**src/rtl/seg7_pkg.sv**
```systemverilog
// Shared constants, digit type and BCD helper for the 7-segment scan blocks.
package seg7_pkg;

    localparam int BCD_MAX          = 9;
    localparam int DEF_NUM_DIGITS   = 4;
    localparam int DEF_REFRESH_DIV  = 50000;

    typedef logic [3:0] bcd_digit_t;

    function automatic logic bcd_valid(bcd_digit_t d);
        return (d <= bcd_digit_t'(BCD_MAX));
    endfunction

endpackage

```
**src/rtl/seg7_prescaler.sv**
```systemverilog
// Slot-rate prescaler: counts 0..REFRESH_DIV-1, flags the terminal count (tick)
// and the first cycle of each slot (guard).
module seg7_prescaler #(
    parameter int REFRESH_DIV = 4
) (
    input  logic clk,
    input  logic rst,
    output logic tick,
    output logic guard
);

    localparam int CW = (REFRESH_DIV > 1) ? $clog2(REFRESH_DIV) : 1;

    logic [CW-1:0] r_pcnt;
    logic          w_last;

    assign w_last = (r_pcnt == CW'(REFRESH_DIV - 1));

    always_ff @(posedge clk) begin
        if (rst) begin
            r_pcnt <= '0;
        end else if (w_last) begin
            r_pcnt <= '0;
        end else begin
            r_pcnt <= r_pcnt + 1'b1;
        end
    end

    assign tick  = w_last;
    assign guard = (r_pcnt == '0);

endmodule

```
**src/rtl/seg7_scan_ctrl.sv**
```systemverilog
// Multiplexed 7-segment scan controller with double-buffered BCD value.
// Optional leading-zero blanking is enabled by defining SEG7_SCAN_LZB_EN.
module seg7_scan_ctrl
    import seg7_pkg::*;
#(
    parameter int NUM_DIGITS  = DEF_NUM_DIGITS,
    parameter int REFRESH_DIV = DEF_REFRESH_DIV
) (
    input  logic                    clk,
    input  logic                    rst,
    input  logic                    load,
    input  logic [4*NUM_DIGITS-1:0] value_in,
    input  logic                    err,
    output logic [3:0]              bcd_out,
    output logic                    err_out,
    output logic [NUM_DIGITS-1:0]   digit_en_n,
    output logic                    pending,
    output logic                    frame_start
);

    localparam int IDX_W = $clog2(NUM_DIGITS);

    logic                               w_tick;
    logic                               w_guard;
    logic                               w_commit;
    logic                               w_idx_last;

    logic [IDX_W-1:0]                   r_idx;
    bcd_digit_t [NUM_DIGITS-1:0]        r_pend;
    bcd_digit_t [NUM_DIGITS-1:0]        r_disp;
    logic [NUM_DIGITS-1:0]              r_pend_bad;
    logic [NUM_DIGITS-1:0]              r_disp_bad;
    logic                               r_pending;

    logic [NUM_DIGITS-1:0]              w_in_bad;
    bcd_digit_t [NUM_DIGITS-1:0]        w_disp_next;
    logic [NUM_DIGITS-1:0]              w_disp_bad_next;
    bcd_digit_t                         w_cur_bcd;
    logic                               w_cur_bad;
    logic                               w_blank;
    logic [NUM_DIGITS-1:0]              w_en_n;

    logic [3:0]                         r_bcd_out;
    logic                               r_err_out;
    logic [NUM_DIGITS-1:0]              r_digit_en_n;
    logic                               r_frame_start;

    seg7_prescaler #(
        .REFRESH_DIV (REFRESH_DIV)
    ) u_prescaler (
        .clk   (clk),
        .rst   (rst),
        .tick  (w_tick),
        .guard (w_guard)
    );

    assign w_idx_last = (r_idx == IDX_W'(NUM_DIGITS - 1));
    // First cycle of slot 0: the frame boundary where the pending buffer commits
    assign w_commit   = w_guard && (r_idx == '0);

    always_ff @(posedge clk) begin
        if (rst) begin
            r_idx <= '0;
        end else if (w_tick) begin
            r_idx <= w_idx_last ? '0 : r_idx + 1'b1;
        end
    end

    genvar gi;
    generate
        for (gi = 0; gi < NUM_DIGITS; gi++) begin : g_in_check
            assign w_in_bad[gi] = !bcd_valid(value_in[4*gi +: 4]);
        end
    endgenerate

    // A load coinciding with the commit stays pending for the following frame
    always_ff @(posedge clk) begin
        if (rst) begin
            r_pend     <= '0;
            r_pend_bad <= '0;
            r_disp     <= '0;
            r_disp_bad <= '0;
            r_pending  <= 1'b0;
        end else begin
            r_disp     <= w_disp_next;
            r_disp_bad <= w_disp_bad_next;
            if (load) begin
                r_pend     <= value_in;
                r_pend_bad <= w_in_bad;
                r_pending  <= 1'b1;
            end else if (w_commit) begin
                r_pending  <= 1'b0;
            end
        end
    end

    always_comb begin
        w_disp_next     = r_disp;
        w_disp_bad_next = r_disp_bad;
        if (w_commit && r_pending) begin
            w_disp_next     = r_pend;
            w_disp_bad_next = r_pend_bad;
        end
    end

    assign w_cur_bcd = w_disp_next[r_idx];
    assign w_cur_bad = w_disp_bad_next[r_idx];

`ifdef SEG7_SCAN_LZB_EN
    // w_lz[k]: digit k and every higher digit are clean zeros
    logic [NUM_DIGITS-1:0] w_lz;
    generate
        for (gi = 0; gi < NUM_DIGITS; gi++) begin : g_lzb
            if (gi == NUM_DIGITS - 1) begin : g_top
                assign w_lz[gi] = (r_disp[gi] == '0) && !r_disp_bad[gi];
            end else begin : g_rest
                assign w_lz[gi] = (r_disp[gi] == '0) && !r_disp_bad[gi] && w_lz[gi+1];
            end
        end
    endgenerate

    assign w_blank = w_lz[r_idx] && (r_idx != '0) && !err;
`else
    assign w_blank = 1'b0;
`endif

    always_comb begin
        w_en_n = '1;
        if (!w_guard && !w_blank) begin
            w_en_n[r_idx] = 1'b0;
        end
    end

    always_ff @(posedge clk) begin
        if (rst) begin
            r_bcd_out     <= '0;
            r_err_out     <= 1'b0;
            r_digit_en_n  <= '1;
            r_frame_start <= 1'b0;
        end else begin
            r_bcd_out     <= w_cur_bcd;
            r_err_out     <= w_cur_bad | err;
            r_digit_en_n  <= w_en_n;
            r_frame_start <= w_commit;
        end
    end

    assign bcd_out     = r_bcd_out;
    assign err_out     = r_err_out;
    assign digit_en_n  = r_digit_en_n;
    assign pending     = r_pending;
    assign frame_start = r_frame_start;

endmodule

```
**config.mk**
```make
export PLATFORM = sky130hd
export DESIGN_NAME = seg7_scan_ctrl
export DESIGN_NICKNAME = d
export VERILOG_FILES = /design/src/rtl/seg7_pkg.sv /design/src/rtl/seg7_prescaler.sv /design/src/rtl/seg7_scan_ctrl.sv
export SDC_FILE = /design/constraint.sdc
export NUM_CORES = 1
export LEC_CHECK = 0
export ABC_CLOCK_PERIOD_IN_PS = 3600
export CAP_MARGIN = 20
export CORE_MARGIN = 2
export CORE_UTILIZATION = 40
export CTS_CLUSTER_DIAMETER = 40
export DETAILED_ROUTE_END_ITERATION = 6
export PLACE_DENSITY = 0.58
export SLEW_MARGIN = 15
export SYNTH_ARGS = -nofsm -noshare
export SYNTH_HDL_FRONTEND = slang
export SYNTH_SLANG_ARGS = --single-unit
export TNS_END_PERCENT = 100
```
**constraint.sdc**
```tcl
create_clock -name clk -period 3.6 [get_ports clk]
set_clock_uncertainty 0.2 [all_clocks]
set_input_delay 0.72 -clock clk [delete_from_list [all_inputs] [get_ports clk]]
set_output_delay 0.72 -clock clk [all_outputs]
set_load 0.02 [all_outputs]
```
==> impl_metrics.py, run 1 <==
metrics = {
    "outcome": {
        "status": "finished clean",
    },
    "setup_path": {
        "end_kind": "register",
        "crit_fanout": 23,
        "required_ns": 3.64,
        "critPathArrivalTime_ns": 2.71,
        "crit_type": "register to register",
        "cp-start-kind": "register",
    },
    "logic_synthesis": {
        "syn_area_mm2": 0.002939,
        "syn_inst": 287,
        "synth-seq-cells": 69,
        "synth_cell_types": 34,
        "yosys_warnings": 0,
        "synth.top_cell.area_share_pct": 47.00,
        "ys_top_cells_by_area": "dfxtp_1, mux2i_1, nor2_1, mux4_1, ha_1",
        "synth-seq-area-share_pct": 47.00,
        "synth.area.mux_share_pct": 19.07,
        "synth_xor_area_share_pct": 4.172,
        "synth_top_cell_by_area": "dfxtp_1",
        "synthesis.nets": 313,
        "syn_area_per_cell_um2": 10.24,
        "synth_compound_area_share_pct": 5.492,
        "yosys.area_share.simple_pct": 17.79,
        "synth_top_family_by_area": "multiplexers",
        "yosys.area_share.adder_pct": 2.554,
    },
    "final_layout": {
        "antennaDiodeCount": 0,
        "nNetsFinal": 344,
        "final_common_cell": "dfxtp_1",
        "fillers": 675,
        "multi_input_area_mm2": 0.001443,
        "drive_above_1_share_pct": 8.359,
        "layout_common_cells": "dfxtp_1, nor2_1, mux2i_1",
        "regArea_mm2": 0.001381,
        "area_growth_pct": 20.39,
        "layout.cells.non_filler": 422,
    },
    "timing": {
        "fin_crit_ns": 2.677,
        "worst_slew_pin_slew_ns": 0.7123,
        "slew_viol_final": 0,
        "hold_viol_final": 0,
        "max-slew-margin-rel_pct": 52.40,
        "setup_violations": 0,
        "rsz0062_at_grt": "no",
        "tns_ns": 0,
        "fin_ws_ns": 0.9228,
        "fin_crit_sh_pct": 74.37,
        "fmax_mhz": 373.5,
    },
    "detailed_routing": {
        "wl_per_cell_um": 13.30,
        "dr.pass1.iters": 4,
        "drt-initial-drc-count": 80,
        "num_vias": 2010,
        "route.detailed.drc": 0,
        "ant_nets": 0,
        "via_per_inst": 4.763,
        "wirelength_um": 5611,
    },
    "flow_run": {
        "drv_cap": 0,
    },
    "global_route": {
        "grt_pass1_vias": 1928,
        "antenna_found_initial": 0,
        "grt_max_degree": 28,
        "gr-total-overflow": 0,
        "grt_pass1_wl_um": 9266,
        "grtUsageTotal_pct": 14.53,
    },
    "floorplanning": {
        "initial_core_util_pct": 40.96,
        "die_x_um": 89.72,
        "die_h_um": 89.72,
        "core_area_mm2": 0.007176,
        "ios": 31,
        "std_cell_rows": 31,
        "die_area_mm2": 0.008050,
    },
    "clock_network": {
        "cts_setup_buffers": 0,
        "tritoncts": "yes",
        "post_cts_resized": 0,
        "worstSkewPairLatency_ns": 0.34,
        "clk_pin_slew_ns": 0.08,
        "hold_buffers": 0,
        "cts_max_path_buffers": 2,
        "clock-sinks": 69,
        "cts_made_buffers": 9,
        "htree_levels": 3,
        "cts-root-buf": "clkbuf_8",
    },
    "placed_design": {
        "gp_congestion": 0.7430,
        "dp.cells": 406,
        "place_ws_ns": 0.9402,
        "numPortBuffers": 30,
        "dp_hpwl_um": 3873,
    },
    "min_path": {
        "hold_path.class": "register to register",
    },
    "pwr": {
        "power_mw": 1.699,
        "p_leak_nw": 1.363,
        "ir_worst_vdd_uv": 202.1,
        "powerDensity_mw_per_mm2": 480.1,
    },
}
==> layer usage <==
layer | share of wire, % | GRT usage, % | wire [µm]
met3 | 2.7 | 3.772 | 149
met5 | 0 | 0 | 0
met1 | 49 | 18.29 | 2767
met4 | 2.2 | 6.538 | 123
met2 | 46 | 23.55 | 2571
==> report_power, final <==
group	total (mW)	switching, mW	internal [mW]
Sequential	0.807	0.0177	0.789
Clock	0.754	0.294	0.460
Combinational	0.138	0.0684	0.0694
Total	1.70	0.380	1.32
==> critical path, cell delays in order (launching register included) <==
cell and delay [ns]:
dfxtp_1 0.53, inv_1 0.24, ha_1 0.22, nand2_1 0.14, nor2_4 0.57, mux4_1 0.40
a22o_1 0.24
==> path summary, 6_finish.rpt <==
path | start | endpoint | slack (ns) | cells past startpoint
setup / recovery | r_idx[0]$_SDFFE_PP0P_ | bcd_out[0]$_SDFF_PP0_ | 0.92 | 6
hold / removal | u_prescaler.r_pcnt[0]$_SDFF_PP0_ | u_prescaler.r_pcnt[0]$_SDFF_PP0_ | 0.28 | 1
setup reg to reg | r_idx[0]$_SDFFE_PP0P_ | bcd_out[0]$_SDFF_PP0_ | 0.92 | 6
hold reg to reg | u_prescaler.r_pcnt[0]$_SDFF_PP0_ | u_prescaler.r_pcnt[0]$_SDFF_PP0_ | 0.28 | 1
==> cell type report <==
| type | count | share of cell area, % |
|---|---|---|
| Clock buffer | 10 | 3.607 |
| Clock inverter | 6 | 3.147 |
| Inverter | 9 | 0.9547 |
| Multi-Input combinational cell | 196 | 40.77 |
| Sequential cell | 69 | 39.04 |
| Tap cell | 99 | 3.501 |
| Timing Repair Buffer | 33 | 8.982 |
==> synthesized netlist by cell type <==
library cell	number
dfxtp_1	69
nor2_1	60
mux2i_1	35
nand2_1	17
nand3_1	12
inv_1	9
a21oi_1	8
mux4_1	8
xnor2_1	8
clkbuf_1	7
ha_1	6
xor2_1	6
nand2b_1	5
a22o_1	4
buf_1	4
nor3_1	4
o211ai_1	4
o21ai_0	3
a211o_1	2
buf_12	2
a211oi_1	1
a22oi_1	1
a41oi_1	1
and2_1	1
and3_1	1
and4_2	1
nand4_2	1
nor2_4	1
nor3_2	1
nor4_2	1
nor4_4	1
nor4b_2	1
or3_1	1
or4_4	1
==> flip-flops by register name (all words and copies together), names as in the netlist, 2 cells and up <==
name,flops
r_idx,2
digit_en_n,4
bcd_out,4
r_disp,16
r_pend_bad,4
r_disp_bad,4
u_prescaler.r_pcnt,16
r_pend,16
==> metrics by stage <==
stage / util, % / hold slack, ns / cell area (µm²)
2_1_floorplan: - / 0.2412 / 2939
6_report: 49.31 / 0.2778 / 3538
3_5_place_dp: 45.98 / 0.2629 / 3299
3_3_place_gp: 45.98 / 0.2527 / 3299
4_1_cts: 49.31 / 0.2800 / 3538
5_1_grt: 49.31 / 0.3012 / 3538
==> kinds of logic (layout without fill, tap and decap cells) <==
kind of cell	count (synthesis)	in the layout
compound gates	24	24
flops	69	69
buf+inv	22	58
mux	43	43
simple gates	109	109
xor+xnor	14	14
fa+ha+maj	6	6
Note: power is estimated with default switching activity, not from simulation.
==> run 2: changes to the inputs <==
Settings changed: ABC_CLOCK_PERIOD_IN_PS 3600 to 2600.
Clock period 3.6 ns to 2.6 ns, I/O delays scaled along.
==> run 2 against run 1 <==
Effect of this change: first-iteration DRC count is 3.8% higher; critical path type unchanged; flip-flop and latch count unchanged; critical endpoint unchanged; final area is 2.0% higher; utilization increased by 0.98 points; setup slack lost 0.69 ns; die area did not move; final cell count increased by 1.9%; global-route usage up 0.58 points; critical path depth rose by 1; non-clock buffer count increased by 8.
==> impl_metrics.py, run 2 (synthesis results as in run 1) <==
metrics = {
    "clock_network": {
        "worstSkewPairLatency_ns": 0.34,
        "clock-sinks": 69,
        "hold_buffers": 0,
        "post_cts_resized": 0,
        "htree_levels": 3,
        "clk_pin_slew_ns": 0.07,
        "cts_made_buffers": 9,
        "tritoncts": "yes",
        "cts-root-buf": "clkbuf_8",
        "cts_setup_buffers": 0,
        "cts_max_path_buffers": 2,
    },
    "setup_path": {
        "critPathArrivalTime_ns": 2.40,
        "cp-start-kind": "register",
        "end_kind": "register",
        "required_ns": 2.63,
        "cpPeakStageDelay_ns": 0.42,
        "startpoint": "u_prescaler.r_pcnt[0]$_SDFF_PP0_",
        "r2r_cells": 7,
        "crit_chain": "inv_1 -> ha_1 -> nor4b_2 -> nand4_2 -> nor2_4 -> mux4_1 -> a22o_1",
        "crit_type": "register to register",
        "crit_fanout": 17,
        "r2r_end": "bcd_out[0]$_SDFF_PP0_",
        "reg2reg_from": "u_prescaler.r_pcnt[0]$_SDFF_PP0_",
        "r2r_slack_ns": 0.24,
        "slowest_stage": "nor2_4",
    },
    "placed_design": {
        "dp.cells": 414,
        "gp_congestion": 0.7377,
        "dp_hpwl_um": 4045,
        "post_dp_cell_area_mm2": 0.003359,
        "numPortBuffers": 30,
    },
    "global_route": {
        "gr-total-overflow": 0,
        "grt_pass1_vias": 1942,
        "grtUsageTotal_pct": 15.11,
        "grt_max_degree": 38,
        "grt_pass1_wl_um": 9611,
        "antenna_found_initial": 0,
    },
    "floorplanning": {
        "die_x_um": 89.72,
        "core_area_mm2": 0.007176,
        "std_cell_rows": 31,
        "ios": 31,
        "die_h_um": 89.72,
        "initial_core_util_pct": 40.96,
        "die_area_mm2": 0.008050,
    },
    "pwr": {
        "ir_worst_vdd_uv": 276.7,
        "p_leak_nw": 1.412,
        "powerDensity_mw_per_mm2": 662.8,
        "power_mw": 2.392,
    },
    "detailed_routing": {
        "wirelength_um": 5691,
        "ant_nets": 0,
        "drt-initial-drc-count": 83,
        "dr.pass1.iters": 4,
        "via_per_inst": 4.802,
        "wl_per_cell_um": 13.23,
        "route.detailed.drc": 0,
        "num_vias": 2065,
    },
    "outcome": {
        "status": "finished clean",
    },
    "timing": {
        "setup_violations": 0,
        "worst_slew_pin_slew_ns": 0.5731,
        "fin_crit_sh_pct": 90.95,
        "tns_ns": 0,
        "max-slew-margin-rel_pct": 61.50,
        "fin_crit_ns": 2.365,
        "fmax_mhz": 422.9,
        "slew_viol_final": 0,
        "hold_viol_final": 0,
        "rsz0062_at_grt": "no",
    },
    "min_path": {
        "hold_depth": 1,
        "hp-start": "u_prescaler.r_pcnt[0]$_SDFF_PP0_",
        "whs_endpoint": "u_prescaler.r_pcnt[0]$_SDFF_PP0_",
        "hold_path.class": "register to register",
    },
    "final_layout": {
        "stdcell_area_mm2": 0.003608,
        "layout_common_cells": "dfxtp_1, nor2_1, mux2i_1",
        "nNetsFinal": 352,
        "drive_above_1_share_pct": 10.57,
        "top_regs": "r_disp (16), r_pend (16), u_prescaler.r_pcnt (16)",
        "layout.cells.non_filler": 430,
        "final_common_cell": "dfxtp_1",
        "antennaDiodeCount": 0,
        "post-route-util_pct": 50.29,
        "area_growth_pct": 22.78,
    },
    "flow_run": {
        "drv_cap": 0,
    },
}
[run 2: power breakdown]
| part | switching [mW] | leakage [nW] | internal [mW] |
|---|---|---|---|
| Clock | 0.406 | 0.124 | 0.667 |
| Combinational | 0.0962 | 0.726 | 0.105 |
| Sequential | 0.0251 | 0.562 | 1.09 |
| Total | 0.527 | 1.41 | 1.86 |
[run 2: area by class of cell]
type                    count  area (µm²)
repair buffers             41       377.9
flip-flops and latches     69        1381
clock inverters             5       107.6
clock buffers              11       141.4
fillers                   652        3567
inverters                   9       33.78
multi-input cells         196        1443
well taps                  99       123.9
[run 2: metal layers]
layer  global-route usage (%)  routed length, µm  up-vias
met5                        0                  0        -
met1                    20.22               2868      955
li1                         -                  -     1070
met4                    8.077                121        0
met2                    23.23               2576       30
met3                    2.850                125       10
[run 2: worst max-delay path by stage]
stage / to / slack [ns] / cells after the start
floorplan: bcd_out[2]$_SDFF_PP0_ / 0.24 / 9
global placement: bcd_out[2]$_SDFF_PP0_ / 0.34 / 7
detailed placement: bcd_out[0]$_SDFF_PP0_ / 0.22 / 7
CTS: bcd_out[0]$_SDFF_PP0_ / 0.21 / 7
global route: bcd_out[0]$_SDFF_PP0_ / 0.09 / 7
finish: bcd_out[0]$_SDFF_PP0_ / 0.24 / 7
[run 2: worst max-delay path, delay by kind of cell, from the launching register on]
family,cells,cell delay [ns]
AND/OR/NAND/NOR,3,0.90
multiplexers,1,0.37
flip-flops,1,0.34
AO/OA/AOI/OAI,1,0.24
adder cells (fa/ha/maj),1,0.14
buffers and inverters,1,0.07
[run 2: through the flow]
step,hold WS (ns),setup WS (ns)
after detailed placement,0.2645,0.2228
final,0.2759,0.2354
after global routing,0.3017,0.08898
after CTS,0.2791,0.2093
after floorplan,0.2412,0.2395
after global placement,0.2583,0.3358
